$ cat src/rtl/comp_ctrl.sv
// Job sequencer: streams W_LEN weights once, then I_LEN inputs per tile to the compute block,
// waiting for com_end (bounded by TIMEOUT) between tiles.
module comp_ctrl #(
  parameter int W_LEN   = 16,
  parameter int I_LEN   = 256,
  parameter int TIMEOUT = 4096
) (
  input  logic               clk,
  input  logic               reset,
  input  logic               start,
  input  logic [7:0]         num_tile,
  output logic               mem_rd,
  output logic [15:0]        mem_addr,
  input  logic signed [15:0] mem_rdata,
  output logic               w_load,
  output logic signed [15:0] w_in,
  output logic               i_load,
  output logic signed [15:0] i_in,
  input  logic               com_end,
  output logic               busy,
  output logic               done,
  output logic               err,
  output logic [7:0]         tile_idx
);

  typedef enum logic [2:0] {IDLE, W_RD, I_RD, WAIT, DONE, ERR} state_t;

  state_t      state, state_nxt;
  logic [31:0] cnt;
  logic [7:0]  ntile;
  logic        accept, tile_next, last_tile;
  logic        w_load_q, i_load_q;
  logic [15:0] i_addr;

  assign last_tile = (tile_idx == ntile - 8'd1);

  always_comb begin
    state_nxt = state;
    accept    = 1'b0;
    tile_next = 1'b0;
    case (state)
      IDLE, ERR: begin
        if (start) begin
          accept    = 1'b1;
          state_nxt = W_RD;
        end
      end
      W_RD: if (cnt == 32'(W_LEN - 1)) state_nxt = I_RD;
      I_RD: if (cnt == 32'(I_LEN - 1)) state_nxt = WAIT;
      WAIT: begin
        // com_end takes priority over a timeout landing in the same cycle
        if (com_end) begin
          if (last_tile) begin
            state_nxt = DONE;
          end else begin
            state_nxt = I_RD;
            tile_next = 1'b1;
          end
        end else if (cnt == 32'(TIMEOUT - 1)) begin
          state_nxt = ERR;
        end
      end
      DONE:    state_nxt = IDLE;
      default: state_nxt = IDLE;
    endcase
  end

  always_ff @(posedge clk or posedge reset) begin
    if (reset) begin
      state    <= IDLE;
      cnt      <= '0;
      ntile    <= '0;
      tile_idx <= '0;
      w_load_q <= 1'b0;
      i_load_q <= 1'b0;
    end else begin
      state    <= state_nxt;
      // one counter serves as read index in W_RD/I_RD and as wait timer in WAIT
      if (state_nxt != state || !busy) cnt <= '0;
      else                             cnt <= cnt + 32'd1;
      if (accept) begin
        ntile    <= (num_tile == 8'd0) ? 8'd1 : num_tile;
        tile_idx <= '0;
      end else if (tile_next) begin
        tile_idx <= tile_idx + 8'd1;
      end
      w_load_q <= (state == W_RD);
      i_load_q <= (state == I_RD);
    end
  end

  assign i_addr   = 16'(W_LEN) + {8'd0, tile_idx} * 16'(I_LEN) + cnt[15:0];

  assign mem_rd   = (state == W_RD) || (state == I_RD);
  assign mem_addr = (state == W_RD) ? cnt[15:0] :
                    (state == I_RD) ? i_addr : 16'd0;

  assign w_load   = w_load_q;
  assign i_load   = i_load_q;
  assign w_in     = w_load_q ? mem_rdata : 16'sd0;
  assign i_in     = i_load_q ? mem_rdata : 16'sd0;

  assign busy     = (state == W_RD) || (state == I_RD) || (state == WAIT);
  assign done     = (state == DONE);
  assign err      = (state == ERR);

endmodule

$ cat config.mk
export PLATFORM = sky130hd
export DESIGN_NAME = comp_ctrl
export DESIGN_NICKNAME = d
export VERILOG_FILES = /design/src/rtl/comp_ctrl.sv
export SDC_FILE = /design/constraint.sdc
export NUM_CORES = 1
export LEC_CHECK = 0
export ABC_AREA = 1
export CAP_MARGIN = 40
export CORE_ASPECT_RATIO = 1.2
export CORE_MARGIN = 4
export CORE_UTILIZATION = 56
export DETAILED_ROUTE_END_ITERATION = 7
export GPL_TIMING_DRIVEN = 0
export PLACE_DENSITY = 0.88
export RECOVER_POWER = 50
export SETUP_SLACK_MARGIN = 0.1
export SLEW_MARGIN = 20
export SYNTH_ARGS = -nofsm -noshare
export SYNTH_HDL_FRONTEND = slang
export SYNTH_SLANG_ARGS = --single-unit
$ cat constraint.sdc
create_clock -name clk -period 3.55 [get_ports clk]
set_clock_uncertainty 0.1 [all_clocks]
set_input_delay 0.71 -clock clk [delete_from_list [all_inputs] [get_ports clk]]
set_output_delay 0.71 -clock clk [all_outputs]
set_load 0.03 [all_outputs]
==> results of run 1 <==
## layer usage
metal | wire (um) | part of all wire | up-vias
met5 | 0 | 0 | -
met4 | 191 | 0.017 | 0
met3 | 920 | 0.082 | 22
met2 | 5490 | 0.49 | 190
met1 | 4590 | 0.41 | 1934
li1 | - | - | 2101
## per-stage QoR
step	cell area [um^2]	std cells	utilization
CTS	5150	793	0.742
global placement	5040	785	0.727
finish	5130	793	0.740
global route	5130	793	0.740
floorplan	4040	609	-
detailed placement	5050	785	0.727
## final timing paths
kind / from / end / slack, ps / cells after the start
min: cnt[0] / cnt[0] / 380 / 1
max reg2reg: cnt[4] / cnt[16] / 1010 / 11
max in group asynchronous: reset / tile_idx[1] / 790 / 2
min reg2reg: cnt[0] / cnt[0] / 380 / 1
min in group asynchronous: reset / cnt[2] / 1400 / 2
max: tile_idx[1] / mem_addr[12] / 240 / 9
## placed cells by master, fill, tap and decap left out, drive strengths merged
master,Yosys,layout
a211oi,1,1
a21oi,16,16
a31oi,1,1
buf,5,5
bufinv,0,1
clkbuf,8,15
clkdlybuf4s15,0,1
clkdlybuf4s50,0,67
clkinv,1,2
dfrtp,53,53
dlygate4sd2,0,5
dlygate4sd3,0,11
dlymetal6s2s,0,4
ha,12,12
inv,103,103
nand2,146,146
nand2b,1,1
nand3,52,52
nand3b,3,3
nand4,15,15
nor2,98,98
nor3,19,19
nor4,2,2
o21ai,27,27
o21bai,1,1
o22ai,3,3
o31ai,1,1
or2,1,1
xnor2,6,6
xor2,34,34
## final cells by class
| cell class | count | area share |
|---|---|---|
| multi-input combinational | 439 | 0.435 |
| sequential | 53 | 0.258 |
| buffer | 13 | 0.0146 |
| tap | 87 | 0.0212 |
| clock inverter | 2 | 0.00756 |
| clock buffer | 6 | 0.0141 |
| timing repair buffer | 89 | 0.173 |
| inverter | 104 | 0.0760 |
## sequential cells by signal, indices dropped and copies added, names as in the netlist
name,count
i_load,1
tile_idx,8
w_load,1
cnt,32
ntile,8
state,3
## power groups by stage
stage | logic [mW] | clock network [mW] | registers, mW
2_1_floorplan | 0.878 | 0 | 0.777
3_3_place_gp | 1.25 | 0 | 0.776
3_5_place_dp | 1.28 | 0 | 0.783
4_1_cts | 1.29 | 0.427 | 0.770
5_1_grt | 1.39 | 0.445 | 0.783
6_report | 1.25 | 0.417 | 0.771
## worst max-delay path: stages (launching register included)
cell and delay [ps]:
sky130_fd_sc_hd__dfrtp_1 490, sky130_fd_sc_hd__ha_1 400, sky130_fd_sc_hd__a21oi_1 210, sky130_fd_sc_hd__o21ai_1 130, sky130_fd_sc_hd__nand2_1 120, sky130_fd_sc_hd__a21oi_1 80
sky130_fd_sc_hd__o21ai_0 150, sky130_fd_sc_hd__nand2_1 70, sky130_fd_sc_hd__o21bai_1 130, sky130_fd_sc_hd__dlygate4sd2_1 410
## cell families (layout without fill, tap and decap cells)
group	count (synthesis)	count (layout)	share of synthesized area
AND/OR/NAND/NOR	337	337	0.368
buffers and inverters	117	214	0.115
flip-flops	53	53	0.328
AO/OA/AOI/OAI	50	50	0.0659
XOR/XNOR	40	40	0.0866
adder cells (fa/ha/maj)	12	12	0.0371
## what timing repair did
item / CTS / global route
hold buffers: 0 / 0
endpoints found under the setup margin: 7 / 7
gates resized for setup: 7 / 11
pin swaps: 0 / 1
==> key figures, run 1 <==
Synthesis
  • Net count after synthesis: about 650
  • Most common cell in the synthesized netlist: sky130_fd_sc_hd__nand2_1
  • Cell taking the most area after synthesis: sky130_fd_sc_hd__dfrtp_1
  • Area of the mapped netlist: roughly 0.0040 mm^2
  • Average instance area after synthesis: around 6.6 um^2
  • Synthesized netlist cell count: between 600 and 700
  • Most numerous cell types in the synthesized netlist: 145 x sky130_fd_sc_hd__nand2_1, 95 x sky130_fd_sc_hd__inv_1, 85 x sky130_fd_sc_hd__nor2_1, 53 x sky130_fd_sc_hd__dfrtp_1, 50 x sky130_fd_sc_hd__nand3_1
  • Async set or reset register ratio after synthesis: 1.00
  • EDFF count, synth: 0
  • Share of the yosys chip area belonging to registers: 0.328
  • Count of yosys warnings during synthesis: 0
  • Post-synthesis register bit count: 53
  • Fraction of synthesized cell area taken by the top area cell type: 0.328
  • Synth area leaders: sky130_fd_sc_hd__dfrtp_1 33%, sky130_fd_sc_hd__nand2_1 13%, sky130_fd_sc_hd__inv_1 8.8%
  • Top_reg_cell synth: sky130_fd_sc_hd__dfrtp_1
  • Number of distinct library cells after synthesis: 33

Pwr
  • Clock share of power: 0.171
  • Worst supply voltage drop on vdd: approximately 0.00049 V
  • Internal Dissipation: approximately 1.3 mW
  • Total leakage power: ~2.7 nW
  • Power after layout: roughly 2.4 mW
  • Proportion of total power due to net switching: 0.448
  • Relative contribution of sequential cells to total power: 0.316
  • Gate power share: 0.513
  • Power density of the placed cells: 475 mW/mm^2
  • Net switching component of the power: about 1.1 mW

Clock tree
  • Root buffer selected by CTS: sky130_fd_sc_hd__clkbuf_8
  • Clock-pin slew on the worst setup and hold paths: ~100 ps
  • Clk_lat worst skew: 310 ps
  • TritonCTS clock tree: yes
  • Number of clock buffers inserted by TritonCTS: 5
  • CTS H-tree lvls: 2
  • Num Clock Sinks: 53
  • Buffer count from post-CTS setup fixing: 0
  • Max Root-Sink Buffers: 2

STA
  • F_max: ~300 MHz
  • Slew Limit Fails: 54
  • Hold Fails Final Rpt: 0
  • Final period utilization: 0.931
  • Final setup vio count: 0
  • Slew at the pin with the worst max-slew slack: 2010 ps
  • Final worst path period need: between 3000 and 4000 ps
  • Hold_ws: roughly 380 ps
  • Setup repair after global routing missed its margin: no
  • Final setup margin: 245 ps
  • Final sum of negative setup slack: 0 ps
  • Remaining max-slew budget at the tightest pin: -0.341

GRT
  • Via count of the first global-routing pass: about 4300
  • Met1 capacity usage during global routing: 0.336
  • Met2 track demand over resource in global routing: 0.484
  • Met3 Usage GRT: 0.0442
  • Gr busiest metal: met2
  • Maximum number of pins on one net before global-route repair: 54
  • Final global-route overflow total: 0
  • Wire length of the first global-routing pass: about 19000 um
  • Number of antenna violations at the first check in global routing: 0
  • Tot GR Track Use: 0.273

Critical path
  • Max FO, Critical Path: 6
  • Launching element type of the critical path: flop
  • Critical Path RT: 2740 ps
  • Critical path class: reg2out
  • Arrival time worst endpoint: 2500 ps
  • Category of the worst setup path capture point: output pin

Die
  • Die span in x: roughly 86 um
  • Die area: 0.00865 mm^2
  • Count of standard-cell rows: 33
  • Top-level port count: 90
  • Area of the placeable core: around 0.0069 mm^2
  • Initial standard-cell utilization of the core: 0.583
  • Height of the die: between 100 and 150 um

Placement
  • Input/output buffers: around 90
  • Total half-perimeter wirelength after legalization and detailed placement: around 9000 um
  • Global placement routability congestion: 0.964
  • Worst slack at placement: between 300 and 400 ps

Drt
  • Average routed wire per standard cell: about 14 um
  • DR iter-0 viols: 320
  • Number of nets still failing antenna checks after routing: 0
  • Via density per instance: 5.36
  • DRC: 0
  • DR vias: 4247
  • Total wire length: 11200 um
  • DR pass1 iterations: 5

Job
  • Max-cap violations: 1

Finish
  • Area growth from synthesis to final layout: 26.9%
  • Multi-input gate area in the final layout: about 0.0022 mm^2
  • Sequential Area: ~0.0013 mm^2
  • Fill cell instance count of the final layout: around 580
  • Antenna diodes: 0
  • Final net count: between 700 and 800
  • Ratio of cells with drive above 1 in the final layout: 0.0538

Worst hold path
  • Type of the most critical hold path: reg2reg

Outcome
  • Status: finished with violations
  • Failing checks: capacitance limit, slew limit
No activity file was read; power rests on OpenSTA's default activity.
==> inputs of run 2 (changes only) <==
Settings changed: SLEW_MARGIN 20 to not set.
==> key figures, run 2 (same netlist as run 1, synthesis figures left out) <==
STA
  • Slew at the pin with the worst max-slew slack: roughly 1400 ps
  • Remaining max-slew budget at the tightest pin: 0.0759
  • Final setup vio count: 0
  • Hold_ws: around 360 ps
  • F_max: approximately 300 MHz
  • Hold Fails Final Rpt: 0
  • Final worst path period need: 3290 ps
  • Slew Limit Fails: 0
  • Final setup margin: 263 ps
  • Final sum of negative setup slack: 0 ps
  • Setup repair after global routing missed its margin: no
  • Final period utilization: 0.926

Finish
  • Most common library cell in the layout ignoring fill and taps: sky130_fd_sc_hd__nand2_1
  • Final Util: 0.743
  • Cell area after layout: 0.00515 mm^2
  • Top Registers: cnt (32), ntile (8), tile_idx (8)
  • Largest register FFs: 32
  • Area growth from synthesis to final layout: 27.5%
  • Final net count: between 700 and 800
  • Non-filler cells, final: 794
  • Leading cell types in the layout, fill and taps excluded: 146 x sky130_fd_sc_hd__nand2_1, 96 x sky130_fd_sc_hd__inv_1, 86 x sky130_fd_sc_hd__nor2_1
  • Register with the highest flop count: cnt
  • Antenna diodes: 0
  • Ratio of cells with drive above 1 in the final layout: 0.0537

GRT
  • Via count of the first global-routing pass: 4234
  • Number of antenna violations at the first check in global routing: 0
  • Final global-route overflow total: 0
  • Maximum number of pins on one net before global-route repair: 32
  • Tot GR Track Use: 0.267
  • Wire length of the first global-routing pass: around 19000 um

Placement
  • Placed cells: 786
  • Worst slack at placement: between 300 and 400 ps
  • Input/output buffers: 89
  • Standard cell area after detailed placement: around 0.0051 mm^2
  • Total half-perimeter wirelength after legalization and detailed placement: between 9000 and 10000 um
  • Global placement routability congestion: approximately 0.96

Pwr
  • Proportion of total power due to net switching: 0.450
  • Clock share of power: 0.170
  • Relative contribution of sequential cells to total power: 0.313
  • Worst supply voltage drop on vdd: around 0.00046 V
  • Gate power share: 0.516
  • Power after layout: roughly 2.5 mW
  • Power density of the placed cells: roughly 480 mW/mm^2
  • Net switching component of the power: roughly 1.1 mW
  • Internal Dissipation: between 1 and 1.5 mW
  • Total leakage power: 2.76 nW

Clock tree
  • CTS H-tree lvls: 2
  • Root buffer selected by CTS: sky130_fd_sc_hd__clkbuf_8
  • Max Root-Sink Buffers: 2
  • Clock-pin slew on the worst setup and hold paths: about 100 ps
  • Buffer count from post-CTS setup fixing: 0
  • TritonCTS clock tree: yes
  • Hold buffer count at CTS: 0
  • Clk_lat worst skew: 310 ps
  • Number of clock buffers inserted by TritonCTS: 5
  • Num Clock Sinks: 53

Worst hold path
  • Type of the most critical hold path: reg2reg

Critical path
  • Launching element type of the critical path: flop
  • Critical path class: reg2out
  • Arrival time worst endpoint: 2480 ps
  • Critical Path RT: between 2000 and 3000 ps
  • Max FO, Critical Path: 9
  • Critical path's largest stage delay: about 500 ps
  • Category of the worst setup path capture point: output pin
  • Cell chain of the critical path: ha_1, nand2_1, inv_1, a21oi_1, nand2b_1, nand4_1, a21oi_1, o21ai_0, o21ai_0, clkdlybuf4s15_1
  • Crit-path slowest cell: sky130_fd_sc_hd__dfrtp_1

Die
  • Top-level port count: 90
  • Area of the placeable core: roughly 0.007 mm^2
  • Initial standard-cell utilization of the core: 0.583
  • Die span in x: 85.6 um
  • Count of standard-cell rows: 33
  • Height of the die: about 100 um
  • Die area: approximately 0.0087 mm^2

Outcome
  • Status: finished, final reports clean

Drt
  • Number of nets still failing antenna checks after routing: 0
  • Total wire length: between 10000 and 15000 um
  • DRC: 0
  • DR iter-0 viols: 232
  • Average routed wire per standard cell: between 10 and 15 um
  • Via density per instance: between 5 and 6
  • DR pass1 iterations: 5
  • DR vias: between 4000 and 5000

Job
  • Max-cap violations: 0
==> run 2: changes by cell type in the layout (fill, tap and decap cells not counted) <==
cell and delta:
sky130_fd_sc_hd__dlymetal6s2s_1 +2, sky130_fd_sc_hd__dlygate4sd2_1 -3, sky130_fd_sc_hd__clkdlybuf4s15_1 +1, sky130_fd_sc_hd__dlymetal6s4s_1 +1
==> run 2: area by class of cell <==
class / instances / area, um^2
flip-flops and latches: 53 / 1330
inverters: 104 / 390
multi-input cells: 439 / 2230
clock buffers: 6 / 72.6
repair buffers: 90 / 911
fillers: 567 / 1780
clock inverters: 2 / 38.8
well taps: 87 / 109
plain buffers: 13 / 75.1
==> run 2: final timing paths <==
kind,startpoint,to,slack [ps],cells past startpoint
worst max-delay path,tile_idx[2],mem_addr[15],260,10
worst min-delay path,cnt[0],cnt[0],360,1
worst max register to register,cnt[4],cnt[16],990,11
worst min register to register,cnt[0],cnt[0],360,1
max in group asynchronous,reset,cnt[6],520,3
min in group asynchronous,reset,cnt[1],930,2
==> run 2: power by group through the flow <==
stage	combinational, mW	clock [mW]	sequential [mW]
floorplan	0.878	0	0.777
global placement	1.25	0	0.776
detailed placement	1.29	0	0.780
CTS	1.29	0.425	0.768
global route	1.39	0.448	0.782
finish	1.27	0.417	0.768
==> run 2: timing repair <==
| item | 4_1_cts | 5_1_grt |
|---|---|---|
| setup endpoints to repair | 5 | 9 |
| gates resized for setup | 5 | 14 |
| endpoints found under the hold margin | 0 | 0 |
| pin swaps | 0 | 1 |
==> run 2: critical path, delay by kind of cell, from the launching register on <==
kind | cells | cell delay (ps)
AND/OR/NAND/NOR | 3 | 350
adder cells (fa/ha/maj) | 1 | 400
flip-flops | 1 | 500
buffers and inverters | 2 | 470
AO/OA/AOI/OAI | 4 | 450
==> run 2: per-layer routing <==
layer  vias up  track usage  routed length, um
met1      1939        0.317               4660
li1       2101            -                  -
met2       208        0.477               5450
met3        37       0.0491                886
met4         0        0.101                290
met5         -            0                  0
==> RTL change (flow settings as in run 1) <==
The parameter `W_LEN` goes from 16 to 15.
--- a/src/rtl/comp_ctrl.sv
+++ b/src/rtl/comp_ctrl.sv
@@ -3,3 +3,3 @@
 module comp_ctrl #(
-  parameter int W_LEN   = 16,
+  parameter int W_LEN   = 15,
   parameter int I_LEN   = 256,
Formal check against the unedited RTL: no difference found for any inputs over 10 cycles, from zero or initial values and one cycle with reset high; that may be too few to reach the edited logic, so the function may still have changed.
==> RTL change against run 1 <==
Core utilization shrank 1.2 points; area after synthesis is 14% higher; synthesized cell count increased by 4.8%; setup slack lost 64 ps; sequential share of layout area decreased by 2.6 points; cell area up 11%; power grew 25%; critical path depth grew 1; routed wire length increased by 10%; maximum frequency is 1.9% lower; sequential cell count unchanged; final cell count grew 4.4%; critical endpoint is now mem_addr[13]; highest routed layer unchanged.
==> RTL change: results (changes against run 1) <==
[metrics] number of distinct library cells after synthesis: 42 (was 33)
[metrics] number of fillers in the final layout: 608 (was 576)
[metrics] M1 wire length: 4.871 mm (was 4.586 mm)
[metrics] total net switching power: 1.490 mW (was 1.093 mW)
[metrics] RD Place Congestion: 0.9470 (was 0.9643)
[metrics] length of routed met3 wiring: 934 um (was 920 um)
[metrics] leading post-synthesis cells by instance count: nand2_1 (150), inv_1 (88), nor2_1 (57) (was nand2_1 (145), inv_1 (95), nor2_1 (85))
[metrics] CP arrival: 2560 ps (was 2500 ps)
[metrics] Synth Net Count: 678 (was 649)
[metrics] main area contributors after synthesis: dfrtp_1 (29%), nand2_1 (12%), nor2_4 (8.8%) (was dfrtp_1 (33%), nand2_1 (13%), inv_1 (8.8%))
[metrics] First DRT Iteration DRCs: 366 (was 320)
[metrics] Setup Slack @ Placement: 105.0 ps (was 323.6 ps)
[metrics] register share of total power: 27.4% (was 31.6%)
[metrics] first-pass GRT wire length: 21.20 mm (was 19.30 mm)
[metrics] Crit path largest cell delay: 520 ps (was 490 ps)
[metrics] Vias: 4542 (was 4247)
[metrics] run status: completed (was complete, but fails checks)
[metrics] largest net degree at the start of global routing: 28 (was 54)
[metrics] Leakage Power: 2.772 nW (was 2.723 nW)
[metrics] sequential fraction of the synthesis area: 28.80% (was 32.80%)
[metrics] Total GRT Usage: 26.60% (was 27.34%)
[metrics] share of total power in the clock network: 15.1% (was 17.1%)
[metrics] global-route met3 utilization: 4.266% (was 4.415%)
[metrics] cell area reported after detailed placement: 5630 um^2 (was 5046 um^2)
[metrics] clock buffers created by TritonCTS: 5 (unchanged)
[metrics] peak ir drop on the vdd network: 0.0005687 V (was 0.0004864 V)
[metrics] fraction of final layout cells with drive strength greater than 1: 15.08% (was 5.382%)
[metrics] met1 track utilization from global routing: 32.84% (was 33.59%)
[metrics] Layout Nets: 775 (was 745)
[metrics] Total Power: 3.041 mW (was 2.440 mW)
[metrics] final WL: 12.33 mm (was 11.19 mm)
[metrics] met2 layer wire length in the routed design: 6.106 mm (was 5.489 mm)
[metrics] Slew HR: 26.91% (was -34.11%)
-- RTL change: cell count changes after synthesis, sizes merged, moves of 2 or more --
cell / delta
nand2: +21
o21ai: +6
inv: -2
nand3: -9
nor2: +7
buf: +3
nand3b: -2
o32ai: +3
-- RTL change: cell families (layout without fill, tap and decap cells) --
| family | count (synthesis) | count (layout) | synth area share, % |
|---|---|---|---|
| compound gates | 62 | 62 | 7.827 |
| xor+xnor | 39 | 39 | 7.419 |
| fa+ha+maj | 12 | 12 | 3.261 |
| buf+inv | 118 | 216 | 11.22 |
| flops | 53 | 53 | 28.80 |
| simple gates | 354 | 354 | 41.47 |
-- RTL change: area by class of cell --
| cell class | instances | area share (%) |
|---|---|---|
| Tap cell | 92 | 2.016 |
| Multi-Input combinational cell | 467 | 47.94 |
| Clock inverter | 2 | 0.7230 |
| Sequential cell | 53 | 23.25 |
| Timing Repair Buffer | 90 | 15.58 |
| Inverter | 102 | 6.792 |
| Buffer | 16 | 2.257 |
| Clock buffer | 6 | 1.446 |
-- RTL change: path summary, 6_finish.rpt --
check	cells past startpoint	from	slack, ps	end
setup / recovery	10	tile_idx[2]$_DFFE_PP0P_	180	mem_addr[13]
hold / removal	1	state[2]$_DFF_PP0_	460	w_load$_DFF_PP0_
setup reg to reg	13	ntile[0]$_DFFE_PP0P_	480	tile_idx[2]$_DFFE_PP0P_
hold reg to reg	1	state[2]$_DFF_PP0_	460	w_load$_DFF_PP0_
max in group asynchronous	3	reset	1630	cnt[4]$_DFF_PP0_
min in group asynchronous	2	reset	990	ntile[6]$_DFFE_PP0P_
-- RTL change: through the flow --
| step | util (%) | cells |
|---|---|---|
| after global routing | 72.85 | 828 |
| after global placement | 71.57 | 819 |
| after detailed placement | 71.83 | 820 |
| after floorplan | - | 638 |
| final | 72.85 | 828 |
| after CTS | 73.38 | 828 |
